===== src/rtl/csrisc_pkg.sv =====
// Shared csRISC sequencer types: phase encoding, next-PC select codes, default PC step.
// The TRAP phase exists only when PC_SEQ_ALIGN_TRAP_EN is defined.
package csrisc_pkg;

    typedef enum logic [2:0] {
        ST_RESET   = 3'd0,
        ST_FETCH   = 3'd1,
        ST_DECODE  = 3'd2,
        ST_EXECUTE = 3'd3,
        ST_UPDATE  = 3'd4,
`ifdef PC_SEQ_ALIGN_TRAP_EN
        ST_HALTED  = 3'd5,
        ST_TRAP    = 3'd6
`else
        ST_HALTED  = 3'd5
`endif
    } seq_state_t;

    localparam logic [1:0] SEL_SEQ    = 2'b00;
    localparam logic [1:0] SEL_TARGET = 2'b01;
    localparam logic [1:0] SEL_REG    = 2'b10;
    localparam logic [1:0] SEL_RSVD   = 2'b11;

    localparam int DEFAULT_PC_STEP = 4;

endpackage


===== src/rtl/pc_next_mux.sv =====
// Next-PC selection: sequential step, branch target or register target.
// With PC_SEQ_ALIGN_TRAP_EN it also flags a selected target whose low two bits are set.
module pc_next_mux
    import csrisc_pkg::*;
#(
    parameter int PC_WIDTH = 32,
    parameter int PC_STEP  = DEFAULT_PC_STEP
) (
    input  logic [PC_WIDTH-1:0] pc,
    input  logic [1:0]          branch_sel,
    input  logic [PC_WIDTH-1:0] branch_target,
    input  logic [PC_WIDTH-1:0] reg_target,
`ifdef PC_SEQ_ALIGN_TRAP_EN
    output logic                misaligned,
`endif
    output logic [PC_WIDTH-1:0] next_pc
);

    logic [PC_WIDTH-1:0] seq_pc;

    // Plain modulo-2^PC_WIDTH add: stepping past the top wraps to zero.
    assign seq_pc = pc + PC_WIDTH'(PC_STEP);

    // NOTE: every output of a combinational block gets a default first; a path
    // that leaves one unassigned would infer a latch.
    always_comb begin
        next_pc = seq_pc;
        case (branch_sel)
            SEL_TARGET: next_pc = branch_target;
            SEL_REG:    next_pc = reg_target;
            default:    next_pc = seq_pc;   // SEL_SEQ and the reserved code
        endcase
    end

`ifdef PC_SEQ_ALIGN_TRAP_EN
    // Only jumps are checked; the sequential step is aligned by construction.
    assign misaligned = ((branch_sel == SEL_TARGET) || (branch_sel == SEL_REG))
                        && (next_pc[1:0] != 2'b00);
`endif

endmodule


===== src/rtl/pc_sequencer.sv =====
// csRISC multi-cycle sequencer: owns the PC and flag register, steps FETCH/DECODE/EXECUTE/UPDATE.
// Optional misalignment trap enabled by defining PC_SEQ_ALIGN_TRAP_EN.
module pc_sequencer
    import csrisc_pkg::*;
#(
    parameter int                PC_WIDTH = 32,
    parameter logic [PC_WIDTH-1:0] RESET_PC = '0,
    parameter int                PC_STEP  = DEFAULT_PC_STEP
) (
    input  logic                clk,
    input  logic                rst_n,
    input  logic                run,
    output logic                imem_req,
    output logic [PC_WIDTH-1:0] imem_addr,
    input  logic                imem_ready,
    output logic                ir_load,
    output logic                decode_en,
    output logic                exec_start,
    input  logic                exec_done,
    input  logic                flag_we,
    input  logic                alu_zero,
    input  logic                alu_carry,
    input  logic                alu_sign,
    output logic                zero_bit,
    output logic                carry_out,
    output logic                sign_bit,
    input  logic [1:0]          branch_sel,
    input  logic [PC_WIDTH-1:0] branch_target,
    input  logic [PC_WIDTH-1:0] reg_target,
    output logic [PC_WIDTH-1:0] pc,
    output logic                halted
`ifdef PC_SEQ_ALIGN_TRAP_EN
    ,
    output logic                trap
`endif
);

    seq_state_t          state, state_nxt;
    logic                exec_wait;     // set after the first EXECUTE cycle of an instruction
    logic                pc_load;
    logic [PC_WIDTH-1:0] pc_nxt;

`ifdef PC_SEQ_ALIGN_TRAP_EN
    logic misaligned;
`endif

    pc_next_mux #(
        .PC_WIDTH (PC_WIDTH),
        .PC_STEP  (PC_STEP)
    ) u_next_mux (
        .pc            (pc),
        .branch_sel    (branch_sel),
        .branch_target (branch_target),
        .reg_target    (reg_target),
`ifdef PC_SEQ_ALIGN_TRAP_EN
        .misaligned    (misaligned),
`endif
        .next_pc       (pc_nxt)
    );

`ifdef PC_SEQ_ALIGN_TRAP_EN
    assign pc_load = (state == ST_UPDATE) && !misaligned;
    assign trap    = (state == ST_TRAP);
`else
    assign pc_load = (state == ST_UPDATE);
`endif

    assign imem_addr = pc;

    // NOTE: state registers use non-blocking assignments so every flop samples
    // pre-edge values regardless of statement order.
    always_ff @(posedge clk or negedge rst_n) begin
        if (!rst_n) begin
            state     <= ST_RESET;
            pc        <= RESET_PC;
            zero_bit  <= 1'b0;
            carry_out <= 1'b0;
            sign_bit  <= 1'b0;
            exec_wait <= 1'b0;
        end else begin
            state     <= state_nxt;
            exec_wait <= (state == ST_EXECUTE) && !exec_done;
            if ((state == ST_EXECUTE) && exec_done && flag_we) begin
                zero_bit  <= alu_zero;
                carry_out <= alu_carry;
                sign_bit  <= alu_sign;
            end
            if (pc_load) begin
                pc <= pc_nxt;
            end
        end
    end

    always_comb begin
        state_nxt  = state;
        imem_req   = 1'b0;
        ir_load    = 1'b0;
        decode_en  = 1'b0;
        exec_start = 1'b0;
        halted     = 1'b0;
        case (state)
            ST_RESET: state_nxt = ST_FETCH;
            ST_FETCH: begin
                imem_req = 1'b1;
                if (imem_ready) begin
                    ir_load   = 1'b1;
                    state_nxt = ST_DECODE;
                end
            end
            ST_DECODE: begin
                decode_en = 1'b1;
                state_nxt = ST_EXECUTE;
            end
            ST_EXECUTE: begin
                exec_start = !exec_wait;
                if (exec_done) begin
                    state_nxt = ST_UPDATE;
                end
            end
            ST_UPDATE: begin
`ifdef PC_SEQ_ALIGN_TRAP_EN
                if (misaligned) begin
                    state_nxt = ST_TRAP;
                end else
`endif
                state_nxt = run ? ST_FETCH : ST_HALTED;
            end
            ST_HALTED: begin
                halted = 1'b1;
                if (run) begin
                    state_nxt = ST_FETCH;
                end
            end
`ifdef PC_SEQ_ALIGN_TRAP_EN
            ST_TRAP: state_nxt = ST_TRAP;   // only reset leaves TRAP
`endif
            default: state_nxt = ST_RESET;
        endcase
    end

endmodule


===== config.mk =====
export PLATFORM = sky130hd
export DESIGN_NAME = pc_sequencer
export DESIGN_NICKNAME = d
export VERILOG_FILES = /design/src/rtl/csrisc_pkg.sv /design/src/rtl/pc_next_mux.sv /design/src/rtl/pc_sequencer.sv
export SDC_FILE = /design/constraint.sdc
export NUM_CORES = 1
export LEC_CHECK = 0
export BUFFER_PORTS_ARGS = -buffer_cell sky130_fd_sc_hd__clkbuf_2
export CAP_MARGIN = 0
export CORE_ASPECT_RATIO = 1.1
export CORE_MARGIN = 1
export CORE_UTILIZATION = 50
export DETAILED_ROUTE_END_ITERATION = 10
export GPL_TIMING_DRIVEN = 0
export PLACE_DENSITY_LB_ADDON = 0.25
export SLEW_MARGIN = 25
export SYNTH_ARGS = -nofsm -noshare
export SYNTH_HDL_FRONTEND = slang
export SYNTH_HIERARCHICAL = 1
export SYNTH_SLANG_ARGS = --single-unit
export TNS_END_PERCENT = 20

===== constraint.sdc =====
create_clock -name clk -period 4.6 [get_ports clk]
set_clock_uncertainty 0.05 [all_clocks]
set_input_delay 0.46 -clock clk [delete_from_list [all_inputs] [get_ports clk]]
set_output_delay 0.46 -clock clk [all_outputs]
set_load 0.01 [all_outputs]

==> impl_metrics.yaml <==
floorplan:
  initial_core_util_pct: 53.1
  die_area_um2: 6150
  fp.dieH_um: 82.1
  core_um2: 5500
  rows: 28
  io_pins: 147
  die-width_um: 74.9
sta:
  worstMarginPinSlew_ns: 0.898
  hold_viol: 0
  setup_ws_ns: 1.99
  maxSlewViolCount: 0
  finalSetupViolCount: 0
  final.setup.tns_ns: 0
  slew_headroom_pct: 40.1
  post-route-min-period_ns: 2.61
  rsz0062_at_grt: "false"
  fin_crit_sh_pct: 56.7
  whs_ns: 0.231
  clock.fmax_mhz: 383
logic_synthesis:
  syn_avg_cell_area_um2: 9.51
  ys_seq_area_share_pct: 33.4
  ys_ff_latch: 39
  synth.net_count: 385
  ys_async_sr_fraction_pct: 100
  yosysWarnings: 6
  synthXorXnorAreaFrac_pct: 3.90
  synthMuxAreaShare_pct: 13.5
  synth-compound-area-share_pct: 19.5
  synth-edff-count: 0
  synthDistinctLibCells: 42
  synth_top_family_by_area: "compound AO/OA/AOI/OAI gates"
  syn_inst: 307
  yosys.area_share.simple_pct: 15.4
  synth_top_flop_cell: "dfrtp_1"
  synth-adder-area-share_pct: 1.29
  netlist_area_um2: 2920
critical_path:
  path_cells: "ha_1 -> nand3_1 -> or4_1 -> clkbuf_1 -> o31ai_1 -> a31oi_1 -> mux2_2"
  cp_top_family: "simple AND/OR/NAND/NOR gates"
  cp_slowest_cell: "or4_1"
  timing.rr.end: "imem_addr[30]"
  worstPathMaxFanout: 10
  end_kind: "register"
  crit_type: "register to register"
  arrival_ns: 2.74
  critical_path_cell_count: 7
  r2r_slack_ns: 1.99
  crit_buf_inv: 1
  crit_path_start_kind: "register"
  reg2reg_from: "imem_addr[2]"
  reg2reg_depth: 7
  worstPathRequired_ns: 4.73
  max_stage_delay_ns: 0.59
grt:
  grt_overflow: 0
  grt_start_max_net_pins: 40
  track_usage_pct: 27.0
  grtUsageMet1_pct: 31.9
  antenna_found_initial: 0
  met3_usage_pct: 6.31
  use_met2_pct: 48.4
  grt_pass1_vias: 2642
  gr-max-usage-layer: "met2"
  grt_pass1_wl_um: 12500
pwr:
  leakage_nw: 1.86
  pwr_density_cell_nw_per_um2: 541
  finalPower_mw: 2.10
  peakVddDrop_v: 0.000343
place:
  gp_congestion: 0.857
  numPortBuffers: 146
  preCtsSetupSlack_ns: 1.98
  placed_cells: 528
  dp_hpwl_um: 6190
  placed_area_um2: 3740
clock_tree:
  cts-resized-gates: 0
  postCtsSetupBuffers: 0
  root_buffer: "clkbuf_8"
  cts_buffer_depth: 2
  ctsHoldBuffers: 0
  cts_tree: "done"
  h-tree-depth: 2
  clkSlewWorstSetupHoldPaths_ns: 0.09
  cts_sinks: 39
  numCtsBuffers: 5
  clock_latency_ns: 0.30
routing:
  drcViolationCount: 0
  firstDrtPassIters: 4
  vias_per_cell: 5.66
  wl_um: 8310
  avgRoutedWirePerCell_um: 15.5
  drt_iter0_markers: 164
  vias: 3035
  ant_nets: 0
final_layout:
  area_growth_pct: 32.8
  final_cells: 536
  nets: 538
  final_layout_size_suffix_gt1_share_pct: 49.2
  final_util_pct: 70.5
  diodes: 0
  final_cell_area_um2: 3880
  fill_cells: 450
status:
  status: "complete, no violations"
worst_hold_path:
  min_path_type: "input pin to asynchronous set/reset pin"
flow_run:
  maxCapViolCount: 0
-- cell type report --
type	count	area, um2	area share [%]
multi-input cells	209	1570	40.4
flip-flops and latches	39	976	25.2
repair buffers	146	731	18.9
plain buffers	53	354	9.13
well taps	75	93.8	2.42
clock buffers	6	72.6	1.87
clock inverters	2	60.1	1.55
inverters	6	22.5	0.581
-- registers in the layout, summed over array words and instances, names as in the netlist --
name / flops
imem_addr: 32
zero_bit: 1
sign_bit: 1
carry_out: 1
state: 3
exec_wait: 1
-- layer usage --
| layer | share of wire [%] | wire length (um) |
|---|---|---|
| met1 | 41 | 3380 |
| met2 | 50 | 4140 |
| met3 | 8.5 | 705 |
| met4 | 1.0 | 86 |
| met5 | 0 | 0 |
-- cell usage in the layout, fill, tap and decap left out, types with 3 or more instances in the layout --
| cell type | netlist | routed |
|---|---|---|
| o21ai_0 | 10 | 10 |
| xnor2_1 | 11 | 11 |
| nand3_1 | 9 | 9 |
| dfrtp_1 | 39 | 39 |
| clkbuf_2 | 0 | 145 |
| clkbuf_1 | 14 | 15 |
| buf_6 | 4 | 4 |
| buf_4 | 33 | 33 |
| clkbuf_8 | 0 | 5 |
| nor3_1 | 5 | 5 |
| or4_1 | 5 | 5 |
| a221oi_1 | 27 | 27 |
| a21oi_1 | 17 | 17 |
| inv_1 | 6 | 6 |
| a22oi_1 | 3 | 3 |
| or3_1 | 7 | 7 |
| a31oi_1 | 11 | 11 |
| o31a_1 | 4 | 4 |
| nor2_1 | 7 | 7 |
| mux2_2 | 33 | 33 |
| ha_1 | 3 | 3 |
| o31ai_1 | 4 | 4 |
| and2_1 | 3 | 3 |
| and3_1 | 5 | 5 |
| nor4_1 | 4 | 4 |
| nand2_1 | 13 | 13 |
| nand4_1 | 7 | 7 |
-- worst max path at each step --
stage / startpoint / to / slack [ns]
6_report: imem_addr[2] / imem_addr[30] / 1.99
5_1_grt: imem_addr[2] / imem_addr[30] / 1.84
4_1_cts: imem_addr[2] / imem_addr[26] / 2.02
3_5_place_dp: branch_sel[0] / imem_addr[10] / 1.98
3_3_place_gp: branch_sel[0] / imem_addr[30] / 2.03
2_1_floorplan: imem_addr[2] / imem_addr[30] / 2.33
-- logic make-up (layout without fill, tap and decap cells) --
family / count (synthesis) / after routing
compound gates: 81 / 81
simple gates: 77 / 77
buf+inv: 59 / 213
flops: 39 / 39
mux: 35 / 35
xor+xnor: 13 / 13
fa+ha+maj: 3 / 3
-- cells in the mapped netlist, drive strengths merged, types with 3 or more instances --
cell    number  share of area, %
nor4         4              0.86
or4          6               1.7
a22oi        3              0.77
ha           3               1.3
a21oi       17               2.9
and2         3              0.64
nor2         7              0.90
inv          6              0.77
nand2       13               1.7
nand4        7               1.5
xnor2       11               3.3
or3          7               1.5
o21ai       10               1.7
mux2        35                14
and3         5               1.1
nand3        9               1.5
nor3         5              0.86
o31a         4               1.2
a31oi       11               2.4
buf         39                10
clkbuf      14               1.8
a221oi      27               8.1
o31ai        4               1.0
dfrtp       39                33
-- power breakdown --
part	switching [mW]	leakage (nW)	internal, mW	total (mW)
Combinational	0.457	1.29	0.576	1.03
Clock	0.125	0.0654	0.217	0.342
Sequential	0.235	0.496	0.485	0.720
Total	0.817	1.86	1.28	2.10
No activity file was read; power rests on OpenSTA's default activity.
